--- src/rtl/core_sequencer_pkg.sv ---
// Shared widths, step size and state encoding for the npc core sequencer.
package core_sequencer_pkg;

    localparam int INST_ADDR_WIDTH = 32;
    localparam int INST_WIDTH      = 32;

    localparam logic [INST_ADDR_WIDTH-1:0] INST_STEP = INST_ADDR_WIDTH'(4);

    typedef enum logic [1:0] {
        SEQ_FETCH = 2'd0,
        SEQ_WAIT  = 2'd1,
        SEQ_EXEC  = 2'd2,
        SEQ_HALT  = 2'd3
    } seq_state_e;

endpackage

--- src/rtl/core_sequencer.sv ---
// Multi-cycle FETCH/WAIT/EXEC/HALT sequencer: owns PC and IR, gates the RF
// write strobe to one cycle per retired instruction, and counts retirements.
module core_sequencer
    import core_sequencer_pkg::*;
#(
    parameter logic [INST_ADDR_WIDTH-1:0] RESET_PC = 32'h8000_0000
) (
    input  logic                       clk,
    input  logic                       rst,
    output logic                       imem_req_o,
    output logic [INST_ADDR_WIDTH-1:0] imem_addr_o,
    input  logic                       imem_ready_i,
    input  logic                       imem_rvalid_i,
    input  logic [INST_WIDTH-1:0]      imem_rdata_i,
    output logic [INST_ADDR_WIDTH-1:0] pc_o,
    output logic [INST_WIDTH-1:0]      inst_o,
    output logic                       inst_valid_o,
    input  logic                       wena_i,
    input  logic                       ebreak_i,
    input  logic                       jump_i,
    input  logic [INST_ADDR_WIDTH-1:0] jump_target_i,
    output logic                       rf_we_o,
    output logic                       halt_o,
    output logic                       err_o,
    output logic [31:0]                instret_o
);

    seq_state_e                 state;
    logic [INST_ADDR_WIDTH-1:0] next_pc;
    logic                       bad_target;

    // NOTE: every always_comb output gets a value on every path, so no latch is inferred.
    always_comb begin
        next_pc    = jump_i ? jump_target_i : pc_o + INST_STEP;
        bad_target = jump_i && (jump_target_i[1:0] != 2'b00);
    end

    // The request is masked while rst is high so the reset cycle never issues a fetch.
    assign imem_req_o   = (state == SEQ_FETCH) && !rst;
    assign imem_addr_o  = pc_o;
    assign inst_valid_o = (state == SEQ_EXEC);
    assign rf_we_o      = inst_valid_o && wena_i && !ebreak_i && !bad_target;

    // NOTE: state registers use non-blocking assignments so every update lands on the same edge.
    always_ff @(posedge clk) begin
        if (rst) begin
            state     <= SEQ_FETCH;
            pc_o      <= RESET_PC;
            inst_o    <= '0;
            halt_o    <= 1'b0;
            err_o     <= 1'b0;
            instret_o <= '0;
        end else begin
            case (state)
                SEQ_FETCH: begin
                    // rvalid here belongs to a fetch abandoned by reset and is dropped.
                    if (imem_ready_i) state <= SEQ_WAIT;
                end
                SEQ_WAIT: begin
                    if (imem_rvalid_i) begin
                        inst_o <= imem_rdata_i;
                        state  <= SEQ_EXEC;
                    end
                end
                SEQ_EXEC: begin
                    if (ebreak_i) begin
                        halt_o    <= 1'b1;
                        instret_o <= instret_o + 32'd1;
                        state     <= SEQ_HALT;
                    end else if (bad_target) begin
                        halt_o <= 1'b1;
                        err_o  <= 1'b1;
                        state  <= SEQ_HALT;
                    end else begin
                        pc_o      <= next_pc;
                        instret_o <= instret_o + 32'd1;
                        state     <= SEQ_FETCH;
                    end
                end
                default: state <= SEQ_HALT;
            endcase
        end
    end

endmodule
--- config.mk ---
export PLATFORM = sky130hd
export DESIGN_NAME = core_sequencer
export DESIGN_NICKNAME = d
export VERILOG_FILES = /design/src/rtl/core_sequencer_pkg.sv /design/src/rtl/core_sequencer.sv
export SDC_FILE = /design/constraint.sdc
export NUM_CORES = 1
export LEC_CHECK = 0
export CELL_PAD_IN_SITES_DETAIL_PLACEMENT = 0
export CELL_PAD_IN_SITES_GLOBAL_PLACEMENT = 2
export CORE_MARGIN = 2
export CORE_UTILIZATION = 23
export CTS_BUF_LIST = sky130_fd_sc_hd__clkbuf_8 sky130_fd_sc_hd__clkbuf_16
export DETAILED_ROUTE_END_ITERATION = 10
export GPL_TIMING_DRIVEN = 0
export PLACE_DENSITY = 0.78
export RECOVER_POWER = 100
export SLEW_MARGIN = 40
export SYNTH_ARGS = -nofsm -noshare
export SYNTH_HDL_FRONTEND = slang
export SYNTH_SLANG_ARGS = --single-unit
export TNS_END_PERCENT = 30
--- constraint.sdc ---
create_clock -name clk -period 2.5 [get_ports clk]
set_input_delay 0.375 -clock clk [delete_from_list [all_inputs] [get_ports clk]]
set_output_delay 0.375 -clock clk [all_outputs]
set_load 0.005 [all_outputs]
After elaboration in Yosys (flattened, before gate mapping) --
Cells that the tools add are included. W data, S select, Z words.
Operators by class: eq/ne operators 5, bitwise gates (word level) 2, add/sub/neg operators 2, reduce and logical (&&, ||, !) cells 17, muxes and demuxes 10
Operator list (number):
- $mux W32 | 3
- $add A32 B1 Y32 const B | 1
- $add A32 B3 Y32 const B | 1
- $mux W2 | 4
- $reduce_and A2 Y1 | 4
- $ne A2 B2 Y1 const B | 3
- $pmux W2 S3 | 1
- $reduce_and A3 Y1 | 2
- $logic_and A1 B1 Y1 | 5
- $reduce_bool A2 Y1 | 2
- $logic_not A1 Y1 | 3
- $eq A2 B1 Y1 const B | 1
- $eq A2 B2 Y1 const B | 1
- $logic_not A2 Y1 | 1
- $mux W1 | 2
- $not A1 Y1 | 2
Storage, ports and cells: logic and storage cells 42, register bits 100

Longest topological paths before layout --
Gate-level depths: netlist of the first run.
depth in word-level cells 5, mapped depth 7, depth with buffers taken out 6

Worst setup path before layout of the first run --
OpenSTA, ideal clock, no wires.
path kind register to register, start register pc_o[6] (netlist: imem_addr_o[6]), end register pc_o[25] (netlist: imem_addr_o[25]), data required time 2.369 ns, slack 0.572 ns, setup time 0.131 ns, arrival 1.797 ns, cell stages (with the launch flop) 7, buffers on the path 1, path through dfxtp_1 > nand3_1 > or4_1 > clkbuf_1 > nor4_1 > mux2i_1 > o22ai_1
Between the ends: cells in the longest elaborated chain, start to end 2
Ends and longest elaborated chain:
- start: declaration | line core_sequencer.sv:15 | output logic [INST_ADDR_WIDTH-1:0] pc_o,
- start signal: assignment | line core_sequencer.sv:75 | pc_o <= next_pc;
- $add A32 B3 Y32 | line core_sequencer.sv:34 | next_pc = jump_i ? jump_target_i : pc_o + INST_STEP;
- $mux W32 | line core_sequencer.sv:34
Every way passes these cells. A chain may end at the register's enable or synchronous reset.

Worst setup path after layout of the first run --
start input rst, end output imem_req_o
Between the ends: cells in the longest elaborated chain, start to end 2
Ends and longest elaborated chain:
- start: declaration | line core_sequencer.sv:9 | input logic rst,
- $logic_not A1 Y1 | line core_sequencer.sv:39 | assign imem_req_o = (state == SEQ_FETCH) && !rst;
- $logic_and A1 B1 Y1 | line core_sequencer.sv:39
- end: declaration | line core_sequencer.sv:10 | output logic imem_req_o,
Every way passes these cells.

==> results of run 1 <==
cell usage after synthesis (2+ instances only):
| cell type | count | share of area (%) |
|---|---|---|
| o31ai_1 | 3 | 0.45 |
| and3_1 | 12 | 1.5 |
| clkbuf_1 | 33 | 2.5 |
| o311ai_0 | 2 | 0.35 |
| o41ai_1 | 2 | 0.35 |
| or2_2 | 3 | 0.38 |
| nor4_1 | 12 | 1.5 |
| nor3b_2 | 2 | 0.50 |
| nand4_1 | 20 | 2.5 |
| o211ai_1 | 3 | 0.45 |
| inv_1 | 16 | 1.2 |
| a22o_1 | 2 | 0.35 |
| ha_1 | 2 | 0.50 |
| xnor2_1 | 28 | 4.9 |
| nor3_1 | 20 | 2.0 |
| or3_1 | 15 | 1.9 |
| nand2_1 | 100 | 7.5 |
| nor2_1 | 65 | 4.9 |
| a211oi_1 | 2 | 0.30 |
| mux2i_1 | 8 | 1.6 |
| a21oi_1 | 56 | 5.6 |
| buf_2 | 5 | 0.50 |
| nand3_1 | 31 | 3.1 |
| o22ai_1 | 4 | 0.50 |
| o21ai_0 | 14 | 1.4 |
| nor2b_1 | 4 | 0.50 |
| nor3b_1 | 2 | 0.30 |
| dfxtp_1 | 100 | 40 |
| and4_1 | 2 | 0.35 |
| or4_1 | 4 | 0.60 |
| buf_4 | 32 | 4.8 |
| a22oi_1 | 6 | 0.90 |
| a31oi_1 | 15 | 1.9 |
where the power goes:
group          internal, mW  switching (mW)  total [mW]
combinational         0.212           0.174       0.386
clock                 0.796           0.705        1.50
sequential             1.63          0.0314        1.66
total                  2.64           0.911        3.55
registers in the layout (all words and copies together) (netlist names):
signal       flops
err_o            1
inst_o          32
state            2
instret_o       32
imem_addr_o     32
halt_o           1
metrics by stage:
step | util [%] | cells | worst slack [ps]
global route | 36.4 | 1138 | -61.1
detailed placement | 34.9 | 1121 | -391
global placement | 34.9 | 1121 | -474
floorplan | - | 643 | 572
finish | 36.4 | 1139 | 78.0
CTS | 36.3 | 1137 | 1.89
layer usage:
metal,part of all wire (%),vias up,GRT usage [%],wire [um]
li1,-,2649,-,-
met4,0.73,0,3.83,138
met2,48,159,26.5,9000
met3,7.6,10,4.76,1440
met1,44,2469,21.0,8260
met5,0,-,0,0
path summary, 6_finish.rpt:
kind / slack, ps / cells past startpoint / endpoint
hold / removal: 450 / 2 / halt_o$_SDFFE_PP0P_
setup / recovery: 80 / 4 / imem_req_o
setup reg to reg: 130 / 6 / imem_addr_o[25]$_SDFFE_PP0P_
hold reg to reg: 450 / 2 / halt_o$_SDFFE_PP0P_
kinds of logic after synthesis:
group	Yosys count	synth area share [%]
compound gates	114	13.4
simple gates	301	29.8
xor+xnor	29	5.08
fa+ha+maj	2	0.500
flops	100	40.0
mux	8	1.60
buf+inv	89	9.58
repair_timing:
item                                    in CTS  in global routing
buffers inserted                             0                  0
gates resized for setup                      2                  4
endpoints found under the setup margin       3                 13
cloned                                       0                  0
area by class of cell:
| cell class | count | area [um^2] |
|---|---|---|
| Timing Repair Buffer | 204 | 2040 |
| Sequential cell | 100 | 2000 |
| Tap cell | 275 | 344 |
| Clock inverter | 7 | 82.6 |
| Buffer | 73 | 422 |
| Fill cell | 2248 | 13400 |
| Inverter | 16 | 60.1 |
| Antenna cell | 1 | 2.50 |
| Clock buffer | 9 | 225 |
| Multi-Input combinational cell | 454 | 2530 |
worst register-to-register path, cell delays in order, from the launching register on:
cell      delay (ps)
dfxtp_1          530
nand3_1          230
or4_1            560
clkbuf_1         200
nor4_1           380
mux2i_1          240
o22ai_1          100
==> impl_metrics.ini, run 1 <==
[sta]
finalCriticalPeriod_ps = 2420
slew_viol_final = 0
rsz0062_at_grt = yes
fmaxAchievable_mhz = 413
clock-skew-final_ps = 11.2
finalSetupViolCount = 0
maxSlewHeadroom_pct = 55.1
tightest_slew_ps = 673
fin_worst_hold_slack_ps = 451
setup_tns_ps = 0
finalCritPeriodShare_pct = 96.9
final_hold_viol_count = 0

[die]
die_w_um = 151
dieArea_um2 = 22900
row_count = 53
core_area_um2 = 21200
boundaryPins = 204
start_util_pct = 23.6
die_h_um = 151

[critical_path]
arrival_ps = 2050
path_cells = clkdlybuf4s50_1, clkbuf_1, nor3_1, clkdlybuf4s50_1
crit_path_top_delay_cell = clkdlybuf4s50_1
slowest_delay_ps = 550
cp-start-kind = primary input
rr_startpoint = imem_addr_o[6]$_SDFFE_PP0P_
crit_fanout = 10
crit_start = rst
crit_type = in2out
required_ps = 2120
end_kind = output port
cp_top_family = buffers and inverters
cpMostUsedCell = clkdlybuf4s50_1
path_buf_inv = 3

[cts]
postCtsHoldBufs = 0
clkTransAtPathRegs_ps = 70
htreeDepth = 3
clkSinkCount = 100
cts_tree = built
clockBufferDepth = 2
cts_buffers = 9
clk_latency_ps = 360
cts_root_buffer = clkbuf_16

[route]
wl_per_cell_um = 16.5
antenna_left = 0
routed_wl_um = 18800
via_count = 5287
remaining_drc_errors = 0
drt-initial-drc-count = 242
vias_per_cell = 4.64
firstDrtPassIters = 6

[yosys]
synth-seq-area-share_pct = 40.0
syn_nets = 716
synthDistinctLibCells = 51
ys_ff_latch = 100
syn_area_per_cell_um2 = 7.78
ys.flop_type = dfxtp_1
synthArstFlopShare_pct = 0
synth_edf_count = 0
yosysWarningCount = 0
synth_cells = 643
syn_area_um2 = 5000

[grt]
grt_max_degree = 19
antenna_found_initial = 0
grt_use_total_pct = 16.2
grt_pass1_wl_um = 28300
overflow = 0
grt_pass1_vias = 5001

[pwr]
power.density_nw_per_um2 = 460
ir_drop_mv = 0.309
p_leak_nw = 2.86
total_power_mw = 3.55

[final_layout]
final_cell_mix = clkdlybuf4s50_1, nand2_1, dfxtp_1
final_common_cell = clkdlybuf4s50_1
synthToLayoutAreaGrowth_pct = 54.1
final_area_um2 = 7710
nNetsFinal = 931
drive_gt1_share_pct = 8.34

[worst_hold_path]
hp-start = halt_o$_SDFFE_PP0P_
hold_class = reg2reg

[placement]
place_congestion = 0.794
dpl_cell_area_um2 = 7380
dp_hpwl_um = 13900
io_buffers = 203

[status]
status = completed

[job]
maxCapViolCount = 0
Power figures use the tool's default switching activity.
==> run 2: changes to the inputs <==
- SETUP_SLACK_MARGIN: default -> 0.15
==> run 2 against run 1 <==
Net effect:
- via count grew 0.47%
- worst setup slack improved by 83 ps
- clock power about the same
- global-route usage barely moved
- utilization up 0.071 points
- clock-buffer cell count stayed put
- sequential cell count is the same
- largest power group unchanged
- highest routed layer unchanged
==> impl_metrics.ini, run 2 (synthesis results as in run 1) <==
[route]
routed_wl_um = 18800
via_count = 5312
vias_per_cell = 4.65
wl_per_cell_um = 16.5
remaining_drc_errors = 0
antenna_left = 0
firstDrtPassIters = 5
drt-initial-drc-count = 219

[sta]
clock-skew-final_ps = 9.59
tightest_slew_ps = 671
slew_viol_final = 0
finalCritPeriodShare_pct = 93.6
fin_worst_hold_slack_ps = 451
maxSlewHeadroom_pct = 55.3
finalCriticalPeriod_ps = 2340
final_hold_viol_count = 0
rsz0062_at_grt = yes
finalSetupViolCount = 0
fmaxAchievable_mhz = 428

[die]
die_w_um = 151
start_util_pct = 23.6
row_count = 53
die_h_um = 151
boundaryPins = 204
dieArea_um2 = 22900
core_area_um2 = 21200

[placement]
place_congestion = 0.794
dp_hpwl_um = 13900
dpl_cell_area_um2 = 7380
io_buffers = 203
placedCellCount = 1121

[final_layout]
nFillCells = 2250
final_common_cell = dlygate4sd3_1
drive_gt1_share_pct = 8.43
nNetsFinal = 934
final_area_um2 = 7720
post-route-util_pct = 36.5
synthToLayoutAreaGrowth_pct = 54.4
fin_cells = 1142
final_cell_mix = dlygate4sd3_1, nand2_1, dfxtp_1

[grt]
grt_pass1_wl_um = 28300
grt_pass1_vias = 4997
overflow = 0
grt_use_total_pct = 16.2
grt_max_degree = 19
antenna_found_initial = 0

[critical_path]
arrival_ps = 1960
cp_num_cells = 4
crit_fanout = 10
required_ps = 2120
slowest_delay_ps = 620
path_cells = clkdlybuf4s50_1, clkbuf_2, nor3_1, dlygate4sd3_1
cp_top_family = buffers and inverters
crit_type = in2out
end_kind = output port
path_buf_inv = 3
worstRegToRegCells = 6
crit_path_top_delay_cell = dlygate4sd3_1
cp-start-kind = primary input

[pwr]
power.density_nw_per_um2 = 458
ir_drop_mv = 0.309
p_leak_nw = 2.91

[cts]
cts_buffers = 9
clkTransAtPathRegs_ps = 70
cts_root_buffer = clkbuf_16
clockBufferDepth = 2
postCtsHoldBufs = 0
htreeDepth = 3
clk_latency_ps = 350
cts_tree = built
clkSinkCount = 100

[worst_hold_path]
holdPathStages = 2
hold_class = reg2reg

[job]
maxCapViolCount = 0

[status]
status = completed
==> run 2: cell count changes in the layout (fill, tap and decap cells not counted), sizes merged <==
| cell | before | now |
|---|---|---|
| clkbuf | 45 | 73 |
| dlygate4sd3 | 92 | 105 |
| clkdlybuf4s50 | 111 | 97 |
| buf | 38 | 13 |
| dlymetal6s2s | 0 | 1 |
==> run 2: power by group <==
group          internal, mW  leakage, nW  switching [mW]
Sequential             1.63        0.809          0.0312
Clock                 0.796        0.145           0.701
Combinational         0.211         1.96           0.175
Total                  2.63         2.91           0.907
==> run 2: worst paths after layout <==
kind	start	end	slack [ps]
setup / recovery	rst	imem_req_o	160
hold / removal	halt_o$_SDFFE_PP0P_	halt_o$_SDFFE_PP0P_	450
setup reg to reg	imem_addr_o[7]$_SDFFE_PP0P_	imem_addr_o[25]$_SDFFE_PP0P_	210
hold reg to reg	halt_o$_SDFFE_PP0P_	halt_o$_SDFFE_PP0P_	450
==> run 2: what timing repair did <==
| item | in CTS | in global routing |
|---|---|---|
| setup buffers | 1 | 3 |
| cloned | 0 | 0 |
| gates resized for setup | 4 | 10 |
| setup endpoints to repair | 35 | 31 |
| pin swaps | 1 | 1 |
==> run 2: per-layer routing <==
metal	global-route usage (%)	wire, um	vias to the layer above
met5	0	0	-
met4	3.83	144	0
met3	4.73	1470	10
met2	26.4	8900	174
met1	21.1	8330	2477
li1	-	-	2651
==> run 2: through the flow <==
| step | TNS (ps) | setup WS [ps] | power [mW] |
|---|---|---|---|
| after floorplan | 0 | 572 | 1.83 |
| after global placement | -14340 | -474 | 2.10 |
| after detailed placement | -13020 | -391 | 2.10 |
| after CTS | 0 | 41.3 | 3.62 |
| after global routing | 0 | 45.9 | 3.69 |
| final | 0 | 161 | 3.54 |
==> run 2: final cells by class <==
cell class              instances  area, um^2  share of cell area [%]
repair buffers                207        2060                    26.7
well taps                     275         344                    4.45
clock inverters                 7        82.6                    1.07
inverters                      16        60.1                   0.778
flip-flops and latches        100        2000                    25.9
plain buffers                  73         414                    5.36
multi-input cells             454        2530                    32.8
diodes                          1        2.50                  0.0324
clock buffers                   9         225                    2.92
==> run 2: worst reg2reg max path: cells and delay by family (launching register included) <==
kind / cells / cell delay [ps]
AO/OA/AOI/OAI: 1 / 100
buffers and inverters: 1 / 200
flip-flops: 1 / 480
multiplexers: 1 / 240
AND/OR/NAND/NOR: 3 / 1140
==> run 3: changes to the inputs <==
- ABC_AREA: default -> 1
- CTS_BUF_LIST: sky130_fd_sc_hd__clkbuf_8 sky130_fd_sc_hd__clkbuf_16 -> sky130_fd_sc_hd__clkbuf_8
- PLACE_DENSITY: 0.78 -> 0.81
==> run 3 against run 2 <==
Net effect:
- non-clock buffer count fell by 12
- largest power group unchanged
- clock-buffer cell count rose by 1
- clock power fell by 25%
- critical path depth rose by 4
- die area rose by 13%
- first-iteration DRC count rose by 60%
- critical path type unchanged
- sequential share of layout area fell by 1.9 points
- critical endpoint is now rf_we_o
==> impl_metrics.ini, run 3 <==
[grt]
grt_pass1_wl_um = 34800
overflow = 0
grt_max_degree = 17
antenna_found_initial = 0
grt_pass1_vias = 6099
grt_use_total_pct = 17.2

[placement]
dp_hpwl_um = 17400
placedCellCount = 1450
place_congestion = 0.802
io_buffers = 203
pre_cts_ws_ps = -296

[yosys]
yosysWarningCount = 0
yosysMostFrequentCell = nand2_1
syn_nets = 996
ys_ff_latch = 100
yosys-top-cells-count = nand2_1, nor2_1, dfxtp_1
synthDistinctLibCells = 32
synth_cells = 923
netlist_top_cells_area = dfxtp_1, nand2_1, nor2_1, nand3_1, o21ai_0
synthArstFlopShare_pct = 0
ys.flop_type = dfxtp_1
syn_area_per_cell_um2 = 6.17
syn_area_um2 = 5690
synth_edf_count = 0
netlist.area_leader.share_pct = 35.2
yosysTopAreaCell = dfxtp_1
synth-seq-area-share_pct = 35.2

[pwr]
p_int_mw = 2.36
clockPowerShare_pct = 34.8
total_power_mw = 3.24
ir_drop_mv = 0.237
p_switching_mw = 0.875
combPwrFrac_pct = 13.4
p_leak_nw = 3.36
p_sw_share_pct = 27.0
power.density_nw_per_um2 = 388
p_seq_share_pct = 51.7

[final_layout]
fin_cells = 1469
nNetsFinal = 1214
synthToLayoutAreaGrowth_pct = 46.4
antenna_cells = 0
final-seq-area_um2 = 2000
final_cell_mix = nand2_1, nor2_1, dlygate4sd3_1
final_common_cell = nand2_1
nFillCells = 2719
multi_input_area_um2 = 3060
drive_gt1_share_pct = 6.64

[die]
die_h_um = 161
boundaryPins = 204
dieArea_um2 = 26000
row_count = 57
die_w_um = 161
core_area_um2 = 24300
start_util_pct = 23.4

[sta]
clock-skew-final_ps = 14.4
maxSlewHeadroom_pct = 36.1
final_hold_viol_count = 0
fin_worst_hold_slack_ps = 480
finalSetupViolCount = 0
fmaxAchievable_mhz = 427
rsz0062_at_grt = yes
finalCriticalPeriod_ps = 2340
tightest_slew_ps = 959
slew_viol_final = 0
setup_slack_ps = 160
finalCritPeriodShare_pct = 93.6

[critical_path]
rr_startpoint = state[0]$_SDFFE_PP0P_
arrival_ps = 1960
cp-start-kind = primary input
crit_fanout = 10
required_ps = 2120
crit_start = jump_i
crit_type = in2out
end_kind = output port

[route]
antenna_left = 0
drt-initial-drc-count = 351
remaining_drc_errors = 0
firstDrtPassIters = 4
wl_per_cell_um = 15.3
routed_wl_um = 22400
via_count = 6462
vias_per_cell = 4.40

[job]
maxCapViolCount = 0

[cts]
clkSinkCount = 100
clk_latency_ps = 400
cts_buffers = 9
htreeDepth = 3
clkTransAtPathRegs_ps = 100
clockBufferDepth = 2
cts_root_buffer = clkbuf_8
cts_tree = built

[status]
status = completed

[worst_hold_path]
hold_class = reg2reg
hp-start = imem_addr_o[0]$_SDFFE_PP0P_
run 3: area by class of cell:
cell class | count | area share (%)
Buffer | 61 | 4.32
Clock buffer | 10 | 1.65
Clock inverter | 5 | 0.721
Inverter | 65 | 2.96
Multi-Input combinational cell | 697 | 36.7
Sequential cell | 100 | 24.0
Tap cell | 324 | 4.86
Timing Repair Buffer | 207 | 24.8
run 3: path summary, 6_finish.rpt:
path                                  to  slack [ps]  cells past startpoint
max reg2reg   instret_o[18]$_SDFFE_PP0P_         430                      9
min reg2reg  imem_addr_o[0]$_SDFFE_PP0P_         480                      2
min          imem_addr_o[0]$_SDFFE_PP0P_         480                      2
max                              rf_we_o         160                      8
run 3: through the flow:
stage,util (%),cell area (um^2),setup TNS [ps]
2_1_floorplan,-,5690,0
6_report,34.3,8340,0
3_3_place_gp,33.4,8130,-838
4_1_cts,34.5,8380,0
3_5_place_dp,33.4,8130,-538
5_1_grt,34.3,8340,0
run 3: power groups by stage:
stage	Combinational (mW)	Sequential, mW	Clock, mW
floorplan	0.159	1.71	0
global placement	0.459	1.71	0
detailed placement	0.457	1.71	0
CTS	0.468	1.68	1.19
global route	0.482	1.68	1.24
finish	0.435	1.67	1.13
run 3: logic make-up after synthesis:
family                   after synthesis  share of synthesized area (%)
buffers and inverters                126                           10.7
adder cells (fa/ha/maj)                2                          0.439
AO/OA/AOI/OAI                        116                           11.0
AND/OR/NAND/NOR                      575                           42.1
XOR/XNOR                               4                          0.615
flip-flops                           100                           35.2
run 3: metal layers:
metal / GRT usage, % / routed length [um] / up-vias
met2: 26.9 / 9880 / 200
met3: 5.52 / 1700 / 14
met4: 3.37 / 237 / 0
met1: 23.2 / 10600 / 2919
met5: 0 / 0 / -
li1: - / - / 3329
run 3: timing repair:
action                                  4_1_cts  5_1_grt
cloned                                        0        0
gates resized for setup                       8        1
hold buffers                                  0        0
endpoints found under the setup margin        2        2
pin swaps                                     2        2
buffers inserted                              3        1
run 3: worst max-delay path, cell delays in order:
cell,delay [ps]
dlygate4sd3_1,590
inv_4,60
nor2_1,300
nor2_4,90
nand2_4,90
clkbuf_2,250
nor2_1,60
dlymetal6s2s_1,150
